<file path="src/rtl/coin_pkg.sv">
// rtl/coin_pkg.sv - coin encodings, values and FSM states shared by the vending datapath blocks
package coin_pkg;

  typedef enum logic [1:0] {
    COIN_NONE    = 2'b00,
    COIN_NICKEL  = 2'b01,
    COIN_DIME    = 2'b10,
    COIN_QUARTER = 2'b11
  } coin_type_e;

  typedef enum logic [1:0] {
    ST_IDLE    = 2'd0,
    ST_COLLECT = 2'd1,
    ST_PAYOUT  = 2'd2
  } coin_state_e;

  localparam logic [7:0] NICKEL_C  = 8'd5;
  localparam logic [7:0] DIME_C    = 8'd10;
  localparam logic [7:0] QUARTER_C = 8'd25;

  function automatic logic [7:0] coin_value(input coin_type_e ct);
    case (ct)
      COIN_NICKEL:  return NICKEL_C;
      COIN_DIME:    return DIME_C;
      COIN_QUARTER: return QUARTER_C;
      default:      return 8'd0;
    endcase
  endfunction

endpackage

</file>
<file path="src/rtl/coin_accumulator.sv">
// rtl/coin_accumulator.sv - accumulates coins against a latched price, vends and holds change until acked
module coin_accumulator #(
  parameter int unsigned MAX_PRICE = 75
) (
  input  logic       clk,
  input  logic       reset,
  input  logic       coin_valid,
  input  logic [1:0] coin_type,
  input  logic [7:0] price,
  input  logic       cancel,
  input  logic       change_ack,
  output logic [7:0] total,
  output logic       vend,
  output logic [7:0] change,
  output logic       change_valid,
  output logic       coin_reject
);
  import coin_pkg::*;

  localparam logic [7:0] MAX_PRICE_C = 8'(MAX_PRICE);

  coin_state_e state_q, state_d;
  logic [7:0]  price_q, price_d;
  logic [7:0]  total_q, total_d;
  logic [7:0]  change_q, change_d;
  logic        change_valid_q, change_valid_d;
  logic        vend_q, vend_d;
  logic        coin_reject_q, coin_reject_d;

  logic [7:0]  eff_price;
  logic [7:0]  new_total;
  logic [7:0]  excess;
  logic        price_ok;
  logic        coin_accept;
  logic        cancel_go;
  logic        paid;

  // The live price only matters on the first coin; afterwards the latched copy governs.
  always_comb begin
    eff_price   = (state_q == ST_IDLE) ? price : price_q;
    price_ok    = (eff_price >= 8'd5) && (eff_price <= MAX_PRICE_C) &&
                  ((eff_price % 8'd5) == 8'd0);
    cancel_go   = cancel && (state_q == ST_COLLECT);
    coin_accept = coin_valid && (state_q != ST_PAYOUT) &&
                  (coin_type != COIN_NONE) && price_ok && !cancel;
    new_total   = total_q + coin_value(coin_type_e'(coin_type));
    paid        = new_total >= eff_price;
    excess      = new_total - eff_price;
  end

  always_ff @(posedge clk) begin
    if (reset) begin
      state_q <= ST_IDLE;
    end else begin
      state_q <= state_d;
    end
  end

  always_comb begin
    state_d = state_q;
    case (state_q)
      ST_IDLE, ST_COLLECT: begin
        if (cancel_go) begin
          state_d = ST_PAYOUT;
        end else if (coin_accept) begin
          if (!paid) begin
            state_d = ST_COLLECT;
          end else if (excess != 8'd0) begin
            state_d = ST_PAYOUT;
          end else begin
            state_d = ST_IDLE;
          end
        end
      end
      ST_PAYOUT: begin
        if (change_ack) begin
          state_d = ST_IDLE;
        end
      end
      default: state_d = ST_IDLE;
    endcase
  end

  always_comb begin
    price_d        = price_q;
    total_d        = total_q;
    change_d       = change_q;
    change_valid_d = change_valid_q;
    vend_d         = 1'b0;
    coin_reject_d  = coin_valid && !coin_accept;
    if (cancel_go) begin
      change_d       = total_q;
      change_valid_d = 1'b1;
      total_d        = 8'd0;
    end else if (coin_accept) begin
      if (state_q == ST_IDLE) begin
        price_d = price;
      end
      if (paid) begin
        vend_d         = 1'b1;
        total_d        = 8'd0;
        change_d       = excess;
        change_valid_d = (excess != 8'd0);
      end else begin
        total_d = new_total;
      end
    end
    if ((state_q == ST_PAYOUT) && change_ack) begin
      change_d       = 8'd0;
      change_valid_d = 1'b0;
    end
  end

  always_ff @(posedge clk) begin
    if (reset) begin
      price_q        <= 8'd0;
      total_q        <= 8'd0;
      change_q       <= 8'd0;
      change_valid_q <= 1'b0;
      vend_q         <= 1'b0;
      coin_reject_q  <= 1'b0;
    end else begin
      price_q        <= price_d;
      total_q        <= total_d;
      change_q       <= change_d;
      change_valid_q <= change_valid_d;
      vend_q         <= vend_d;
      coin_reject_q  <= coin_reject_d;
    end
  end

  assign total        = total_q;
  assign vend         = vend_q;
  assign change       = change_q;
  assign change_valid = change_valid_q;
  assign coin_reject  = coin_reject_q;

endmodule
</file>
<file path="config.mk">
export PLATFORM = sky130hd
export DESIGN_NAME = coin_accumulator
export DESIGN_NICKNAME = d
export VERILOG_FILES = /design/src/rtl/coin_pkg.sv /design/src/rtl/coin_accumulator.sv
export SDC_FILE = /design/constraint.sdc
export NUM_CORES = 1
export LEC_CHECK = 0
export CORE_AREA = 2 2 63 79
export CTS_BUF_LIST = sky130_fd_sc_hd__clkbuf_8
export DETAILED_ROUTE_END_ITERATION = 10
export DIE_AREA = 0 0 65 81
export GPL_TIMING_DRIVEN = 0
export PLACE_DENSITY = 0.95
export SLEW_MARGIN = 20
export SYNTH_ARGS = -nofsm -noshare
export SYNTH_HDL_FRONTEND = slang
export SYNTH_SLANG_ARGS = --single-unit
export TNS_END_PERCENT = 5
</file>
<file path="constraint.sdc">
create_clock -name clk -period 9.4 [get_ports clk]
set_input_delay 1.41 -clock clk [delete_from_list [all_inputs] [get_ports clk]]
set_output_delay 1.41 -clock clk [all_outputs]
set_load 0.005 [all_outputs]
</file>
; ---- After elaboration in Yosys (flattened, before gate mapping)
; Cells that the tools add are included.
[classes]
addsub = 2
div_mod_pow = 1
order_cmp = 3
n_eq_ne = 8
n_mux = 16
bitwise = 2
reduce_logical = 24
[ops]
columns = cell, count
row1 = two-way mux 8 bit, 5
row2 = one-hot mux 5 bit (3 select lines), 1
row3 = two-way mux 2 bit, 5
row4 = logical AND 1 bit, 9
row5 = adder 8 bit, 1
row6 = >= comparator 8 x 3 -> 1 bit (second input constant), 1
row7 = >= comparator 8 bit, 1
row8 = less-or-equal comparator 8 x 7 -> 1 bit (second input constant), 1
row9 = logical NOT 8 bit, 1
row10 = remainder unit 8 x 3 -> 8 bit (second input constant), 1
row11 = nonzero test 8 bit, 1
row12 = subtractor 8 bit, 1
row13 = equality test 2 bit (second input constant), 3
row14 = AND reduction 2 bit, 3
row15 = nonzero test 2 bit, 3
row16 = OR reduction 2 bit, 3
row17 = equality test 2 x 1 -> 1 bit (second input constant), 2
row18 = two-way mux 1 bit, 4
row19 = != test 2 bit (second input constant), 2
row20 = one-hot mux 2 bit (2 select lines), 1
row21 = != test 3 bit (second input constant), 1
row22 = OR reduction 3 bit, 1
row23 = logical NOT 1 bit, 2
row24 = logical NOT 2 bit, 1
row25 = inverter 1 bit, 2
[word_totals]
ff_bits = 29
in_bits = 15
output_inout_bits = 19
wordCells = 63

; ---- Depth between registers and ports, before layout
; Gate-level depths: netlist of the first run.
[depth]
word_depth = 10
mapped_depth = 21
depth_no_buf = 18

; ---- Worst setup path before layout of the first run
; No wires, ideal clock.
[synth_path]
path_kind = input to register
start = in price[5]
end = reg change_q[5], in the netlist change[5]
setup_time_ps = 128
arrival_ps = 5179
required_time_ps = 9272
slack_ps = 4093
stages = 18
path_buffers = 0
cell_sequence = or4b_4 > o21a_1 > o21ai_1 > a211o_1 > and2_4 > inv_1 > ha_1 > a21oi_1 > mux2i_1 > and2_4 > ha_1 > inv_1 > o2111ai_1 > mux2_4 > a2111oi_4 > nand2_2 > nor3_1 > a211oi_1
[synth_between]
elab_chain_cells = 8
elab_cells_between_ends = 17
classes_between = add/sub: 1 / div: 1 / order compare: 3 / mux: 4 / reduce/logical: 8
[synth_rtl]
columns = element, line_no
row1 = "start, declared", coin_accumulator.sv:9  ; input logic [7:0] price,
row2 = two-way mux 8 bit *, --
row3 = remainder unit 8 x 3 -> 8 bit (tied with other cells), coin_accumulator.sv:42  ; ((eff_price % 8'd5) == 8'd0);
row4 = logical NOT 8 bit or logical AND 1 bit (tied branches), "coin_accumulator.sv:42, coin_accumulator.sv:41"
row5 = logical AND 1 bit, coin_accumulator.sv:41  ; price_ok = (eff_price >= 8'd5) && (eff_price <= MAX_PRICE_C) &&
row6 = logical AND 1 bit (2 in a row), coin_accumulator.sv:45  ; (coin_type != COIN_NONE) && price_ok && !cancel;
row7 = nonzero test 2 bit (no line), --
row8 = AND reduction 2 bit (no line), --
row9 = "end signal, assigned", coin_accumulator.sv:125  ; change_q <= change_d;
row10 = "end, declared", coin_accumulator.sv:25  ; logic [7:0] change_q, change_d;
; Mark *: on every way between the ends. The rest lies on a longest branch, timed or not. The select of a mux whose other input is x is not followed.
; A chain may end at the register's enable or synchronous reset.

; ---- Final worst setup path of the first run
[layout_path]
start = in price[3]
end = reg total_q[1], in the netlist total[1]
[layout_between]
elab_chain_cells = 6
elab_cells_between_ends = 11
classes_between = div: 1 / order compare: 3 / mux: 2 / reduce/logical: 5
[layout_rtl]
columns = element, line_no
row1 = two-way mux 8 bit *, --
row2 = remainder unit 8 x 3 -> 8 bit (tied with other cells), coin_accumulator.sv:42
row3 = logical NOT 8 bit or logical AND 1 bit (tied branches), "coin_accumulator.sv:42, coin_accumulator.sv:41"
row4 = logical AND 1 bit, coin_accumulator.sv:41
row5 = logical AND 1 bit (2 in a row), coin_accumulator.sv:45
row6 = "end signal, assigned", coin_accumulator.sv:124  ; total_q <= total_d;
row7 = "end, declared", coin_accumulator.sv:24  ; logic [7:0] total_q, total_d;
; Mark *: on every way between the ends. The rest lies on a longest branch, timed or not.

==> results of run 1 <==
==> report_power, final <==
part	switching (W)	leakage, nW	internal [W]	total (W)
clock	0.0000496	0.0491	0.0000500	0.0000996
sequential	0.0000198	0.235	0.000144	0.000164
combinational	0.000372	1.05	0.000258	0.000630
total	0.000441	1.33	0.000452	0.000893
==> Yosys cell counts (all sizes together) (3+ instances only) <==
cell type / instances
and2: 4
nand2: 25
nand2b: 10
a21o: 9
xor2: 3
nor3: 11
clkbuf: 4
dfxtp: 29
or2: 4
o22ai: 3
nor4b: 5
o41ai: 3
a21boi: 4
xnor2: 10
mux2: 4
mux2i: 14
nor2: 30
o21a: 3
nand3: 13
nor2b: 7
ha: 16
nand4: 7
o21ai: 13
buf: 10
a21oi: 27
a311oi: 3
a31oi: 4
inv: 14
a2111oi: 3
a211oi: 7
==> final cells by class <==
cell class                 instances  area [um2]
inverter                          14        52.6
clock buffer                       5        68.8
sequential                        29         581
buffer                            14        80.1
tap                               60        75.1
clock inverter                     3        13.8
multi-input combinational        279        2040
fill                             363        1350
timing repair buffer              33         330
==> worst max path at each step <==
stage / startpoint / end / slack (ns)
3_3_place_gp: price[3] / price_q[6]$_SDFFE_PP0P_ / 3.06
2_1_floorplan: price[5] / change[5]$_SDFFE_PP0P_ / 4.09
6_report: price[3] / total[1]$_SDFFE_PP0P_ / 3.19
4_1_cts: price[3] / price_q[6]$_SDFFE_PP0P_ / 3.28
3_5_place_dp: price[3] / price_q[6]$_SDFFE_PP0P_ / 2.99
5_1_grt: price[3] / price_q[6]$_SDFFE_PP0P_ / 2.91
==> flip-flops by register name, summed over array words and instances, names as in the netlist <==
| register | flops |
|---|---|
| vend | 1 |
| coin_reject | 1 |
| change | 8 |
| total | 8 |
| price_q | 8 |
| state_q | 2 |
| change_valid | 1 |
==> layer usage <==
| layer | routed length [um] | up-vias |
|---|---|---|
| met5 | 0 | - |
| met4 | 438 | 0 |
| met3 | 512 | 37 |
| met2 | 3940 | 148 |
| met1 | 2850 | 1299 |
| li1 | - | 1342 |
==> cell families (layout without fill, tap and decap cells) <==
family	count (synthesis)	after routing	share of synthesized area
simple gates	126	126	0.247
mux	18	18	0.0715
compound gates	102	102	0.286
fa+ha+maj	20	20	0.0947
flops	29	29	0.211
buf+inv	28	69	0.0482
xor+xnor	13	13	0.0414
==> critical path: cells and delay by family <==
family,cells,cell delay (ns)
AO/OA/AOI/OAI,7,1.54
AND/OR/NAND/NOR,5,1.28
buffers and inverters,4,0.90
multiplexers,2,0.66
adder cells (fa/ha/maj),2,0.54
==> through the flow <==
stage / hold slack (ns) / power (W) / cells / setup slack, ns
2_1_floorplan: 0.453 / 0.000622 / 336 / 4.09
3_3_place_gp: 0.451 / 0.000756 / 429 / 3.06
6_report: 0.460 / 0.000893 / 437 / 3.19
3_5_place_dp: 0.454 / 0.000774 / 429 / 2.99
5_1_grt: 0.492 / 0.000952 / 437 / 2.91
4_1_cts: 0.462 / 0.000879 / 437 / 3.28
==> impl_results.md, run 1 <==
- Status: complete, no violations
- Syn_area_per_cell: 8.18 um2
- Worst vdd rail ir drop: 0.000177 V
- Root Buffer: clkbuf_8
- FF-to-FF End: total[1]$_SDFFE_PP0P_
- Busiest layer in global routing: met2
- Most frequent cells in the layout: clkdlybuf4s50_1, nor2_1, dfxtp_1, a21oi_1, nand2_1
- FP Rows: 28
- DR pass1 iterations: 5
- Synthesized flop and latch total: 29
- Clock skew: 0.00601 ns
- Mapped Cells: 336
- Area Growth Syn to Fin: 17.8%
- Antenna violations before repair: 0
- Reg2reg path depth: 20
- Worst hold endpoint: change_valid$_SDFFE_PP0P_
- Starting Density: 0.599
- Ys async rst share: 0
- Worst Path Required: 9.56 ns
- Final Cell Area: 3240 um2
- Final hold violations: 0
- Ant. Diodes: 0
- Layout cells sized above 1: 0.106
- FF-to-FF Start: state_q[0]$_SDFFE_PP0P_
- Synth cell types: 75
- Hold path depth: 2
- Die Ht: 81 um
- Critical hold path startpoint: change_valid$_SDFFE_PP0P_
- Top FF cell, synth: dfxtp_1
- Critical Path End Type: flip-flop
- Drt via density: 6.47
- EDFF count, synth: 0
- Fin crit period: 6.21 ns
- Post-synthesis sequential area ratio: 0.211
- Vias in the first global route: 2838
- CP Launch Type: input pin
- Final Core Density: 0.705
- Post-CTS Resized: 0
- FMAX: 161 MHz
- CTS tree: done
- Static Leakage: 1.33 nW
- Post-route clock period utilization: 0.661
- Cell taking the most area after synthesis: dfxtp_1
- Die span in x: 65 um
- Htree depth: 2
- Post-CTS Hold Buffers: 0
- GR Layer Usage met3: 0.0512
- Total CTS buffers: 5
- Register-to-register setup slack: 4.32 ns
- Pin count of the biggest net entering global routing: 11
- DR iter-0 viols: 200
- HPWL after DPL: 5940 um
- Met2 Use GR: 0.580
- Worst path max stage delay: 0.52 ns
- Die ar.: 5270 um2
- Routability Congestion: 0.915
- Worst Hold Class: reg -> reg
- WL per Instance: 17.7 um
- Worst Path Max Fanout: 10
- I/O Pins: 34
- Worst path cell trace: clkdlybuf4s50_1 > or4b_4 > o21a_1 > o21ai_1 > a211o_1 > and2_4 > inv_1 > ha_1 > a21oi_1 > mux2i_1 > and2_4 > ha_1 > inv_1 > o2111ai_1 > mux2_4 > a211oi_4 > nand2_2 > buf_2 > nand2_1 > a21oi_1
- Residual DRC count: 0
- Slew margin rel.: 0.452
- Worst Path Arrival: 6.37 ns
- Vias: 2826
- YS warnings: 0
- RSZ-0062 raised after global routing: false
- Setup TNS: 0 ns
- Post-CTS setup buffer count: 0
- Total core area: 4590 um2
- Placement-stage cell area: 3150 um2
- Global Route met1 Usage: 0.331
- CTS clk-pin slew, worst paths: 0.06 ns
- ANT nets after route: 0
- Synth area leaders: dfxtp_1, ha_1, mux2i_1
- Syn Nets: 369
- Gr ovfl total: 0
- PwrDens: 276 nW/um2
- Worst Tran Pin Value: 0.822 ns
- Max cap viols: 0
- CTS Buffer Depth: 2
- Buffers added on ports: 33
- GRT Util Overall: 0.316
- Final WL: 7730 um
- Most common cell after layout, fill and taps aside: clkdlybuf4s50_1
- Worst path slowest cell: clkdlybuf4s50_1
- Clock sinks: 29
- Synth Cell Area: 2750 um2
- Final setup viols: 0
- Final Max Slew Viols: 0
- First-pass GRT wire length: 12900 um
- Latest clock arrival within the worst-skew pair: 0.29 ns
- Setup Crit Path Kind: in -> reg
- Top cell type's share of synthesized area: 0.211
- Nets: 409
No activity file was read; power rests on OpenSTA's default activity.
==> inputs of run 2 (changes only) <==
Settings changed: CORE_AREA 2 2 63 79 to 2 2 65 82, DIE_AREA 0 0 65 81 to 0 0 67 84, PLACE_DENSITY 0.95 to 0.91.
Clock period 9.4 ns to 6.43 ns, I/O delays scaled along.
==> run 2 against run 1 <==
  * Power increased by 54%
  * Critical path type unchanged
  * Global-route usage is 1.6 points lower
  * Cell count up 0.46%
  * Setup slack got worse by 2.6 ns
  * Sequential share of layout area shrank 0.22 points
  * Via count increased by 2.2%
  * Die area rose by 6.9%
  * Register-to-register slack worse by 3.1 ns
==> impl_results.md, run 2 (synthesized netlist as in run 1, its figures left out) <==
- Nets: 409 (unchanged)
- RSZ-0062 raised after global routing: false
- Vias: 2889 (+2.2%)
- ANT nets after route: 0 (unchanged)
- GRT Util Overall: 0.301 (-0.0155)
- Final Max Slew Viols: 0 (unchanged)
- Ant. Diodes: 0 (unchanged)
- Worst Tran Pin Value: 0.914 ns (+0.0928 ns)
- Worst path slowest cell: clkdlybuf4s50_1
- Drt via density: 6.58 (+1.8%)
- CTS tree: done
- Most frequent cells in the layout: clkdlybuf4s50_1, nor2_1, dfxtp_1, a21oi_1, nand2_1
- FP Rows: 29 (+3.6%)
- Setup TNS: 0 ns (unchanged)
- Routed wl met2: 4060 um (+3.1%)
- CTS clk-pin slew, worst paths: 0.07 ns (about the same)
- Slew margin rel.: 0.390 (-0.0619)
- Htree depth: 2 (unchanged)
- Area occupied by registers: 581 um2 (unchanged)
- Fin crit period: 5.81 ns
- Layout cells sized above 1: 0.109 (+0.00265)
- Post-route clock period utilization: 0.904
- CTS Buffer Depth: 2 (unchanged)
- Final setup viols: 0 (unchanged)
- Max cap viols: 0 (unchanged)
- Final WL: 8010 um (+3.5%)
- Dpl ws: 0.463 ns (-2.53 ns)
- Final hold violations: 0 (unchanged)
- Worst path max stage delay: 0.52 ns (about the same)
- Worst vdd rail ir drop: 0.000280 V (+58%)
- Latest clock arrival within the worst-skew pair: 0.29 ns (about the same)
- Buffers added on ports: 33 (unchanged)
- Worst setup margin: 0.617 ns (-2.57 ns)
- Clock sinks: 29 (unchanged)
- DR pass1 iterations: 5 (unchanged)
- Vias in the first global route: 2810 (-0.99%)
- M1 WL: 3060 um (+7.4%)
- Pin count of the biggest net entering global routing: 11 (unchanged)
- PwrDens: 421 nW/um2 (+52%)
- Die ar.: 5630 um2 (+6.9%)
- Status: complete, no violations
- Area Growth Syn to Fin: 19.2%
- First-pass GRT wire length: 13200 um (+2.6%)
- Post-CTS Resized: 0 (unchanged)
- Worst Path Arrival: 5.98 ns (-0.39 ns)
- Most common cell after layout, fill and taps aside: clkdlybuf4s50_1
- CP Launch Type: input pin
- Setup Crit Path Kind: in -> reg
- Footprint of the multi-input gates: 2040 um2 (unchanged)
- Post-CTS Hold Buffers: 0 (unchanged)
- Critical Path End Type: flip-flop
- Antenna violations before repair: 0 (unchanged)
- Residual DRC count: 0 (unchanged)
- Final Cell Area: 3280 um2 (+1.2%)
- Worst Hold Class: reg -> reg
- Worst Path Required: 6.59 ns (-2.97 ns)
- Placement-stage cell area: 3160 um2 (about the same)
- Gr ovfl total: 0 (unchanged)
- Total core area: 4930 um2 (+7.5%)
- Routability Congestion: 0.871 (-4.8%)
- HPWL after DPL: 5980 um (+0.74%)
- FMAX: 172 MHz
- Worst path cell trace: clkdlybuf4s50_1 > or4b_4 > o21a_1 > o21ai_1 > a211o_1 > and2_4 > inv_1 > ha_1 > a21oi_1 > mux2i_1 > and2_4 > ha_1 > inv_1 > o2111ai_1 > mux2_4 > a211oi_4 > nand2_2 > buf_2 > nor2_1 > nor3_1
- Post-CTS setup buffer count: 0 (unchanged)
- Clock skew: 0.00427 ns (-0.00174 ns)
- Power after layout: 0.00138 W (+54%)
- Top layer reached by signal wires: met4
- Starting Density: 0.557 (-0.0419)
- I/O Pins: 34 (unchanged)
- Static Leakage: 1.34 nW (+0.62%)
- Total CTS buffers: 5 (unchanged)
- Die span in x: 67 um (+3.1%)
- DR iter-0 viols: 259 (+30%)
- # fillers: 411 (+13%)
- Worst Path Max Fanout: 10 (unchanged)
- WL per Instance: 18.2 um (+3.0%)
- Met3 routed WL: 462 um (-9.8%)
- Die Ht: 84 um (+3.7%)
- Root Buffer: clkbuf_8
run 2: stage by stage:
stage                     cells   util  hold WS [ns]
after floorplan             336      -         0.453
after global placement      431  0.640         0.451
after detailed placement    431  0.640         0.457
after CTS                   439  0.664         0.465
after global routing        439  0.664         0.485
final                       439  0.664         0.463
run 2: worst max-delay path: cells and delay by family:
family          cells  cell delay (ns)
fa+ha+maj           2             0.56
compound gates      6             1.50
buf+inv             4             0.90
mux                 2             0.66
simple gates        6             1.36
run 2: area by class of cell:
cell class / count / area share
timing repair buffer: 33 / 0.101
inverter: 14 / 0.0160
tap: 62 / 0.0237
clock buffer: 6 / 0.0252
buffer: 14 / 0.0244
multi-input combinational: 279 / 0.621
clock inverter: 2 / 0.0115
sequential: 29 / 0.177
run 2: routing by layer:
layer	track usage	vias up
li1	-	1341
met1	0.344	1365
met2	0.514	142
met3	0.0364	41
met4	0.184	0
met5	0	-
run 2: worst paths after layout:
kind | from | end | slack (ns) | cells after the start
worst max-delay path | price[3] | price_q[3]$_SDFFE_PP0P_ | 0.62 | 20
worst min-delay path | change[2]$_SDFFE_PP0P_ | change[2]$_SDFFE_PP0P_ | 0.46 | 2
worst max register to register | state_q[0]$_SDFFE_PP0P_ | price_q[3]$_SDFFE_PP0P_ | 1.25 | 19
worst min register to register | change[2]$_SDFFE_PP0P_ | change[2]$_SDFFE_PP0P_ | 0.46 | 2
run 2: power by group:
part           internal [W]  switching, W
clock network      0.000126     0.0000776
logic              0.000378      0.000559
registers          0.000210     0.0000279
total              0.000714      0.000664
